File: src/rtl/lb_sched_pkg.sv
// Shared types and helpers for the rotating-BRAM line buffer scheduler.
package lb_sched_pkg;

  typedef enum logic [1:0] {
    IDLE,
    PRIME,
    STREAM
  } state_t;

  localparam int LB_DEF_HRES = 1280;
  localparam int LB_DEF_VRES = 720;
  localparam int LB_DEF_K    = 3;
  localparam int LB_DEF_LAT  = 2;

  function automatic int idx_w(int n);
    return (n > 1) ? $clog2(n) : 1;
  endfunction

  // Row index of the kernel centre, wrapped into [0, vres).
  function automatic int centre_vcount(int v, int k, int vres);
    return (v + vres - (k + 1) / 2) % vres;
  endfunction

endpackage

File: src/rtl/lb_sched_delay.sv
// Fixed-depth delay line; data stages only load behind a valid bit.
module lb_sched_delay #(
  parameter int WIDTH = 8,
  parameter int DEPTH = 2
) (
  input  logic             clk_in,
  input  logic             rst_in,
  input  logic             valid_in,
  input  logic [WIDTH-1:0] data_in,
  output logic             valid_out,
  output logic [WIDTH-1:0] data_out
);

  logic [DEPTH-1:0] v_q;
  logic [DEPTH-1:0] v_prev;
  logic [WIDTH-1:0] d_q    [DEPTH];
  logic [WIDTH-1:0] d_prev [DEPTH];

  always_comb begin
    v_prev    = '0;
    v_prev[0] = valid_in;
    d_prev[0] = data_in;
    for (int i = 1; i < DEPTH; i++) begin
      v_prev[i] = v_q[i-1];
      d_prev[i] = d_q[i-1];
    end
  end

  // Idle stages keep their last captured sideband.
  always_ff @(posedge clk_in) begin
    if (!rst_in) begin
      v_q <= '0;
      for (int i = 0; i < DEPTH; i++) begin
        d_q[i] <= '0;
      end
    end else begin
      v_q <= v_prev;
      for (int i = 0; i < DEPTH; i++) begin
        if (v_prev[i]) begin
          d_q[i] <= d_prev[i];
        end
      end
    end
  end

  assign valid_out = v_q[DEPTH-1];
  assign data_out  = d_q[DEPTH-1];

endmodule

File: src/rtl/line_buffer_scheduler.sv
// Bank rotation, priming and resync control for the row-BRAM line buffer.
module line_buffer_scheduler
  import lb_sched_pkg::*;
#(
  parameter int HRES         = LB_DEF_HRES,
  parameter int VRES         = LB_DEF_VRES,
  parameter int KERNEL_SIZE  = LB_DEF_K,
  parameter int BRAM_LATENCY = LB_DEF_LAT
) (
  input  logic                          clk_in,
  input  logic                          rst_in,
  input  logic [$clog2(HRES)-1:0]       hcount_in,
  input  logic [$clog2(VRES)-1:0]       vcount_in,
  input  logic                          data_valid_in,
  output logic [KERNEL_SIZE:0]          bank_we_out,
  output logic [$clog2(HRES)-1:0]       bank_addr_out,
  output logic [$clog2(KERNEL_SIZE+1)-1:0] rot_sel_out,
  output logic [$clog2(HRES)-1:0]       hcount_out,
  output logic [$clog2(VRES)-1:0]       vcount_out,
  output logic                          data_valid_out,
  output logic                          primed_out,
  output logic                          resync_out
);

  localparam int NB  = KERNEL_SIZE + 1;
  localparam int HW  = $clog2(HRES);
  localparam int VW  = $clog2(VRES);
  localparam int VW1 = VW + 1;
  localparam int NBW = $clog2(NB);
  localparam int RFW = idx_w(KERNEL_SIZE + 1);
  localparam int SBW = NBW + HW + VW;

  state_t         state, state_n;
  logic [NBW-1:0] wr_ptr, wr_n;
  logic [RFW-1:0] rows_filled, rows_n;
  logic [VW-1:0]  last_vcount, last_n;
  logic           primed_q, resync_q, resync_n;
  logic           fs, lc, skip, we_en;
  logic [NBW-1:0] rot_n;
  logic [VW-1:0]  centre_v;
  logic           pipe_v;
  logic [SBW-1:0] sb_in, sb_out;

  always_comb begin
    fs   = (hcount_in == '0) && (vcount_in == '0);
    lc   = (vcount_in != last_vcount) && !fs;
    skip = lc && ({1'b0, vcount_in} != ({1'b0, last_vcount} + VW1'(1)));
  end

  // Frame start beats skip beats line change; IDLE only waits for (0,0).
  always_comb begin
    state_n  = state;
    wr_n     = wr_ptr;
    rows_n   = rows_filled;
    last_n   = last_vcount;
    resync_n = 1'b0;
    we_en    = 1'b0;
    if (data_valid_in) begin
      if (fs) begin
        state_n = PRIME;
        wr_n    = '0;
        rows_n  = '0;
        last_n  = '0;
        we_en   = 1'b1;
      end else if (state != IDLE) begin
        if (skip) begin
          state_n  = IDLE;
          resync_n = 1'b1;
        end else begin
          if (lc) begin
            wr_n = (wr_ptr == NBW'(NB - 1)) ? '0 : wr_ptr + NBW'(1);
            if (int'(rows_filled) < KERNEL_SIZE) begin
              rows_n = rows_filled + RFW'(1);
            end
            if (int'(rows_filled) + 1 >= KERNEL_SIZE) begin
              state_n = STREAM;
            end
          end
          last_n = vcount_in;
          we_en  = 1'b1;
        end
      end
    end
  end

  always_comb begin
    bank_we_out   = we_en ? (NB'(1) << wr_n) : '0;
    bank_addr_out = hcount_in;
    rot_n         = (wr_n == NBW'(NB - 1)) ? '0 : wr_n + NBW'(1);
    centre_v      = VW'(centre_vcount(int'(vcount_in), KERNEL_SIZE, VRES));
    pipe_v        = data_valid_in && (state_n == STREAM);
    sb_in         = {rot_n, hcount_in, centre_v};
  end

  always_ff @(posedge clk_in) begin
    if (!rst_in) begin
      state       <= IDLE;
      wr_ptr      <= '0;
      rows_filled <= '0;
      last_vcount <= '0;
      primed_q    <= 1'b0;
      resync_q    <= 1'b0;
    end else begin
      state       <= state_n;
      wr_ptr      <= wr_n;
      rows_filled <= rows_n;
      last_vcount <= last_n;
      primed_q    <= (state_n == STREAM);
      resync_q    <= resync_n;
    end
  end

  lb_sched_delay #(
    .WIDTH(SBW),
    .DEPTH(BRAM_LATENCY)
  ) u_delay (
    .clk_in   (clk_in),
    .rst_in   (rst_in),
    .valid_in (pipe_v),
    .data_in  (sb_in),
    .valid_out(data_valid_out),
    .data_out (sb_out)
  );

  assign {rot_sel_out, hcount_out, vcount_out} = sb_out;
  assign primed_out = primed_q;
  assign resync_out = resync_q;

endmodule

File: config.mk
export PLATFORM = sky130hd
export DESIGN_NAME = line_buffer_scheduler
export DESIGN_NICKNAME = d
export VERILOG_FILES = /design/src/rtl/lb_sched_pkg.sv /design/src/rtl/lb_sched_delay.sv /design/src/rtl/line_buffer_scheduler.sv
export SDC_FILE = /design/constraint.sdc
export NUM_CORES = 1
export LEC_CHECK = 0
export CAP_MARGIN = 10
export CORE_UTILIZATION = 38
export CTS_BUF_LIST = sky130_fd_sc_hd__clkbuf_4
export DETAILED_ROUTE_END_ITERATION = 6
export GPL_ROUTABILITY_DRIVEN = 0
export PLACE_DENSITY_LB_ADDON = 0.3
export SLEW_MARGIN = 10
export SYNTH_ARGS = -nofsm -noshare
export SYNTH_HDL_FRONTEND = slang
export SYNTH_SLANG_ARGS = --single-unit
File: constraint.sdc
create_clock -name clk_in -period 4.8 [get_ports clk_in]
set_input_delay 1.2 -clock clk_in [delete_from_list [all_inputs] [get_ports clk_in]]
set_output_delay 1.2 -clock clk_in [all_outputs]
set_load 0.005 [all_outputs]
==> flow_summary.toml <==
[power_and_ir_drop]
p_sw_uw = 340
p_leak_uw = 0.00210
p_int_uw = 1070
seqPwrFrac_pct = 44.8
combinationalPowerShare_pct = 17.0
peakVddDrop_v = 0.000117
powerDensity_nw_per_um2 = 259
clkPwrFrac_pct = 38.2
swShare_pct = 24.2
finalPower_uw = 1410

[sta]
min_period_ns = 4.82
hold_viol = 0
setup_ws_ns = -0.0199
timing.fmax_mhz = 207
worst_slew_pin_slew_ns = 1.04
setup_viol = 3
tns_ns = -0.0445
slew_viol_final = 0
slew_headroom_pct = 30.9
rsz0062_at_grt = "true"
worst_clock_skew_ns = 0.0194
fin_crit_sh_pct = 100

[detailed_routing]
drtPass1Iterations = 4
drc = 0
routed_via_density = 5.14
drt_wl_total_microns = 9270
wl_per_cell_microns = 14.5
drtAntennaViolNets = 0
vias = 3288
first_iter_violations = 116

[synth]
ys.flop_type = "edfxtp_1"
synth_edf_count = 46
ys_seq_elements = 66
yosysWarnings = 0
synth.avg_cell_area_sq_um = 10.5
ys_seq_area_share_pct = 44.3
postSynthCellCount = 384
synth_cell_types = 70
syn-num-nets = 421
syn_area_sq_um = 4030
synthArstFlopShare_pct = 0

[place]
port_buffers = 64
postPlaceCellArea_sq_um = 5130
placed_cells = 618
dp.final_hpwl_microns = 6800

[global_route]
grt_overflow = 0
grt.total_usage_pct = 17.7
grt_pass1_vias = 3158
grt_max_degree = 38
antenna_found_initial = 1
grt_pass1_wl_microns = 15300

[status]
status = "complete, but fails checks"
violations = "negative setup slack"

[critical_path]
critPathBufInv = 4
endpoint_kind = "primary output"
worst_setup_path_start_kind = "input pin"
startpoint = "hcount_in[6]"
cp_common_cell = "buf_4"
critPathArrivalTime_ns = 3.62
cp_top_family = "simple AND/OR/NAND/NOR gates"
critPathMaxStageDelay_ns = 0.38
critPathKind = "input pin to primary output"
r2r_start = "last_vcount[0]$_SDFFE_PN0P_"
critPathRequiredTime_ns = 3.60
worstPathCellList = "clkbuf_2 -> nor4_2 -> buf_4 -> nand4_1 -> or3_4 -> o211ai_1 -> nor4_4 -> and3_1 -> a22o_1 -> buf_4 -> ha_1 -> and2_1 -> buf_2"
slowest_stage = "or3_4"
crit_fanout = 3

[cts]
cts.clk_slew.worst_paths_ns = 0.13
postCtsHoldBufs = 0
cts_root_buf = "clkbuf_4"
clock_path_buffers = 2
clkLatencyLatePin_ns = 0.42
cts_inserted_buffers = 9
htreeDepth = 3
clkSinkCount = 66
cts_tree = "built"

[floorplanning]
core-area_sq_um = 10300
io_pins = 65
start_util_pct = 39.2
placementRows = 37
die_height_microns = 105
dieArea_sq_um = 11000
die_w_microns = 105

[final_layout]
drive_gt1_share_pct = 28.4
layout.cells.non_filler = 640
nets = 535
stdcell_area_sq_um = 5440
nFillCells = 932
syn_to_final_growth_pct = 35.0

[flow_run]
max-cap-violations = 0

[min_path]
hp-start = "u_delay.v_q[0]$_SDFF_PN0_"
hp-class = "flip-flop to flip-flop"
## cells in the mapped netlist (8+ instances only)
master,count,area (sq um)
ha_1,13,163
buf_4,13,97.6
edfxtp_1,46,1380
nand2_1,13,48.8
nor2_1,13,48.8
and2_1,44,275
dfxtp_1,20,400
nor2b_1,13,81.3
mux2i_1,12,120
inv_1,13,48.8
nor4_1,8,50.1
a21oi_1,13,65.1
nand3_1,13,65.1
xor2_1,12,105
nor3_1,13,65.1
o21ai_0,8,40.0
## cell type report
cell class	instances	area (sq um)	share of cell area [%]
multi-input cells	277	2150	39.6
flip-flops and latches	66	1780	32.8
repair buffers	130	1060	19.5
well taps	136	170	3.13
clock inverters	6	138	2.53
clock buffers	10	75.1	1.38
inverters	14	52.6	0.967
diodes	1	2.50	0.0460
## repair_timing
action                                  4_1_cts  5_1_grt
gates resized for setup                      60       45
buffers inserted                              4        2
pin swaps                                    15       14
endpoints found under the setup margin        4        4
## cell families after synthesis
group / count (synthesis) / share of synthesized area [%]
mux: 13 / 3.36
fa+ha+maj: 13 / 4.04
simple gates: 159 / 23.6
compound gates: 71 / 14.1
flops: 66 / 44.3
xor+xnor: 21 / 4.94
buf+inv: 41 / 5.72
## sequential cells by signal, summed over array words and instances, names as in the netlist
register,count
u_delay.d_q,46
last_vcount,10
rows_filled,2
state,2
u_delay.v_q,2
wr_ptr,2
primed_out,1
resync_out,1
## through the flow
step	worst slack, ns	hold WS [ns]	util (%)
2_1_floorplan	0.432	0.442	-
3_3_place_gp	-0.557	0.469	49.9
3_5_place_dp	-0.632	0.487	49.9
4_1_cts	0.00206	0.518	52.3
5_1_grt	-0.106	0.549	52.9
6_report	-0.0199	0.519	52.9
## metal layers
layer	share of wire, %	wire length (microns)	global-route usage (%)	vias to the layer above
met5	0	0	0	-
met3	4.6	424	3.87	8
met2	49	4560	28.9	91
met1	45	4160	23.2	1555
li1	-	-	-	1634
met4	1.3	123	6.14	0
## worst reg2reg max path, stage by stage, from the launching register on
cell and delay [ns]:
dfxtp_1 0.46, ha_1 0.22, nand3_1 0.17, nor3_1 0.24, mux2i_1 0.23, nand4_1 0.22, buf_4 0.20, buf_4 0.13
o31a_1 0.30, o21ai_0 0.16, nand3_1 0.20, o21ai_2 0.28, buf_12 0.20
## worst paths after layout
| kind | endpoint | slack, ns | depth (start not counted) |
|---|---|---|---|
| hold reg to reg | u_delay.v_q[1]$_SDFF_PN0_ | 0.52 | 2 |
| hold / removal | u_delay.v_q[1]$_SDFF_PN0_ | 0.52 | 2 |
| setup / recovery | bank_we_out[2] | -0.02 | 13 |
| setup reg to reg | u_delay.d_q[0][3]$_SDFFCE_PP0P_ | 1.51 | 12 |
## placed cells by master (no fill, tap or decap), types with 12 or more instances in the layout
cell	n
buf_4	63
edfxtp_1	46
and2_1	43
clkdlybuf4s50_1	39
dfxtp_1	20
nor2_1	13
nand2_1	13
nand3_1	13
a21oi_1	13
nor2b_1	13
clkbuf_2	13
nor3_1	12
mux2i_1	12
## power by group through the flow
stage	registers [uW]	clock network [uW]	logic (uW)
floorplan	644	0	129
global placement	642	0	235
detailed placement	643	0	240
CTS	630	552	237
global route	632	574	261
finish	630	537	238
Note: power is estimated with default switching activity, not from simulation.
